$ cat src/rtl/alu_lockstep_pkg.sv
// Shared op-select encoding for the lockstep ALU lanes and checker.
package alu_lockstep_pkg;

    typedef logic [1:0] op_t;

    localparam op_t OP_ADD = 2'b00;
    localparam op_t OP_SUB = 2'b01;
    localparam op_t OP_AND = 2'b10;
    localparam op_t OP_XOR = 2'b11;

endpackage

$ cat src/rtl/alu_lane.sv
// One combinational ALU lane: ADD/SUB with carry/borrow, AND/XOR with carry 0.
module alu_lane
    import alu_lockstep_pkg::*;
#(
    parameter int WIDTH = 4
) (
    input  logic [WIDTH-1:0] a,
    input  logic [WIDTH-1:0] b,
    input  op_t              sel,
    output logic [WIDTH-1:0] result,
    output logic             carry
);

    logic [WIDTH:0] ext;

    // NOTE: every output gets a default first so no path through the case infers a latch.
    always_comb begin
        ext    = '0;
        result = '0;
        carry  = 1'b0;
        case (sel)
            OP_ADD: begin
                ext    = {1'b0, a} + {1'b0, b};
                result = ext[WIDTH-1:0];
                carry  = ext[WIDTH];
            end
            OP_SUB: begin
                // The extra bit of a wrapped subtraction is exactly the unsigned borrow.
                ext    = {1'b0, a} - {1'b0, b};
                result = ext[WIDTH-1:0];
                carry  = ext[WIDTH];
            end
            OP_AND:  result = a & b;
            default: result = a ^ b;
        endcase
    end

endmodule

$ cat config.mk
export PLATFORM = sky130hd
export DESIGN_NAME = alu_lane
export DESIGN_NICKNAME = d
export VERILOG_FILES = /design/src/rtl/alu_lockstep_pkg.sv /design/src/rtl/alu_lane.sv
export SDC_FILE = /design/constraint.sdc
export NUM_CORES = 1
export LEC_CHECK = 0
export ABC_AREA = 1
export CORE_AREA = 5 5 42 44
export DETAILED_ROUTE_END_ITERATION = 8
export DIE_AREA = 0 0 47 49
export GPL_TIMING_DRIVEN = 0
export PLACE_DENSITY_LB_ADDON = 0.25
export SLEW_MARGIN = 10
export SYNTH_ARGS = -nofsm -noshare
export SYNTH_HDL_FRONTEND = slang
export SYNTH_SLANG_ARGS = --single-unit
$ cat constraint.sdc
create_clock -name vclk -period 1.6
set_input_delay 0.24 -clock vclk [all_inputs]
set_output_delay 0.24 -clock vclk [all_outputs]
set_load 0.05 [all_outputs]
==> flow_summary.json <==
{
  "outcome": "complete, but fails checks",
  "violations": "setup timing",
  "viasPerCell": 4.92,
  "seq_area_um2": 0,
  "leakage_nw": 0.315,
  "ios": 15,
  "num_vias": 487,
  "grt_pass1_vias": 402,
  "die_w_um": 47,
  "slew_headroom_pct": 82.6,
  "placed_cells": 97,
  "holdPathEnd": "result[0]",
  "fin_crit_sh_pct": 110,
  "synth_adder_area_share_pct": 35.2,
  "cp_max_fo": 2,
  "fin_crit_ns": 1.76,
  "dpl.hpwl_um": 870,
  "dr.pass1.iters": 4,
  "routed_wl_um": 1020,
  "syn_area_um2": 398,
  "setup_violations": 3,
  "crit_required_ns": 1.36,
  "p_per_area_nw_per_um2": 409,
  "critPathCaptureType": "output pin",
  "syn_nets": 86,
  "vdd_drop_max_v": 0.000181,
  "path_class": "in -> out",
  "whs_path_depth": 4,
  "start_util_pct": 28.4,
  "fmax_ghz": 0.567,
  "hp-start": "b[0]",
  "synthMuxAreaShare_pct": 0,
  "final_cells": 99,
  "design.seq.count": 0,
  "hold_viol": 0,
  "n_antenna_cell": 0,
  "antenna_found_initial": 0,
  "path_cells": "buf_8 -> inv_4 -> ha_4 -> fa_1 -> nor2_1 -> a211oi_2 -> o21ai_4 -> buf_6",
  "drive_gt1_share_pct": 44.6,
  "nFillCells": 133,
  "maxSlewViolCount": 0,
  "place_congestion": 0.754,
  "die_h_um": 49,
  "hold_buffers": 0,
  "cp_top_family": "adder cells",
  "drc": 0,
  "yosys.area_share.simple_pct": 33.0,
  "clock_buffers": 0,
  "ant_nets": 0,
  "portBuffers": 15,
  "routedWlPerCell_um": 10.3,
  "fin_nets": 105,
  "grt_pass1_wl_um": 1700,
  "core_area_um2": 1400,
  "area_delta_synth_final_pct": 73.6,
  "yosys.area_share.xor_xnor_pct": 0,
  "rows": 14,
  "globalRouteOverflowTotal": 0,
  "grtUsageTotal_pct": 9.08,
  "post_synth_num_cell_types": 16,
  "ys_warn_count": 0,
  "syn_avg_cell_area_um2": 6.03,
  "setup_ws_ns": -0.164,
  "synth_top_family_by_area": "adder cells",
  "setup_tns_ns": -0.282,
  "worstMarginPinSlew_ns": 0.262,
  "synth_cells": 66,
  "drt_iter0_drc": 15,
  "final_util_pct": 49.3,
  "slowest_delay_ns": 0.47,
  "rsz0062_at_grt": "yes",
  "cp_num_buf_inv": 3,
  "grt_start_max_net_pins": 7,
  "cp.arrival_ns": 1.52,
  "crit_path_start_kind": "primary input",
  "synth_seq_area_share_pct": 0,
  "cp_slowest_cell": "fa_1",
  "dieArea_um2": 2300,
  "synth_compound_area_share_pct": 17.6,
  "min_path_type": "in -> out",
  "maxCapViolations": 0
}
==> per-stage QoR <==
| step | area [µm²] | power (mW) | worst slack, ns | hold WS (ns) |
|---|---|---|---|---|
| floorplan | 459 | 0.172 | -0.174 | 0.706 |
| global placement | 629 | 0.255 | -1.23 | 1.86 |
| detailed placement | 629 | 0.255 | -1.26 | 1.87 |
| CTS | 657 | 0.271 | -0.171 | 0.947 |
| global route | 691 | 0.305 | -0.227 | 0.973 |
| finish | 691 | 0.283 | -0.164 | 0.943 |
==> repair_timing <==
action                                  4_1_cts  5_1_grt
endpoints found under the hold margin         0        0
gates resized for setup                      80       11
endpoints found under the setup margin        5        4
pin swaps                                     7        5
buffers inserted                              1        1
==> how the worst max path moves through the flow <==
stage | startpoint | to | slack (ns) | cells after the start
floorplan | a[0] | carry | -0.17 | 7
global placement | a[1] | carry | -1.23 | 9
detailed placement | a[1] | carry | -1.26 | 9
CTS | a[0] | result[1] | -0.17 | 8
global route | a[0] | result[1] | -0.23 | 8
finish | a[0] | result[1] | -0.16 | 8
==> placed cells by master, fill, tap and decap left out, types with 2 or more instances in the layout <==
master | synthesis | final
inv_2 | 1 | 5
o21ai_1 | 2 | 2
ha_4 | 0 | 5
ha_1 | 8 | 3
inv_4 | 0 | 4
buf_6 | 0 | 5
a21oi_1 | 3 | 2
nor2_1 | 5 | 3
inv_1 | 14 | 6
nand2_2 | 0 | 2
nand2_1 | 15 | 13
dlygate4sd2_1 | 0 | 3
nand3_1 | 9 | 9
buf_4 | 0 | 6
==> cells in the mapped netlist, drive strengths merged <==
cell | n | area share, %
nor3 | 1 | 1.3
ha | 8 | 25
o2111ai | 1 | 2.2
a211oi | 1 | 1.9
nand2 | 15 | 14
inv | 15 | 14
fa | 2 | 10
nor2 | 5 | 4.7
nand3 | 9 | 11
a21oi | 4 | 7.9
nand4 | 1 | 1.6
o21ai | 3 | 3.8
o31ai | 1 | 1.9
==> report_power, final <==
group | total [mW] | switching [mW] | internal, mW
combinational | 0.283 | 0.167 | 0.116
clock | 0 | 0 | 0
sequential | 0 | 0 | 0
==> per-layer routing <==
metal | wire, µm | part of all wire (%) | track usage, % | up-vias
met5 | 0 | 0 | 0 | -
met4 | 0 | 0 | 0 | 0
met3 | 52 | 5.1 | 0 | 0
met2 | 514 | 50 | 14.5 | 13
met1 | 452 | 44 | 14.3 | 223
li1 | - | - | - | 251
==> area by class of cell <==
cell class	instances	area, µm²	area share [%]
well taps	16	20.0	2.90
multi-input cells	51	447	64.7
repair buffers	17	158	22.8
inverters	15	66.3	9.60
==> logic make-up after synthesis <==
| family | count (synthesis) |
|---|---|
| buffers and inverters | 15 |
| adders and majority gates | 10 |
| AOI/OAI and AO/OA | 10 |
| and+or+nand+nor | 31 |
No activity file was read; power rests on OpenSTA's default activity.
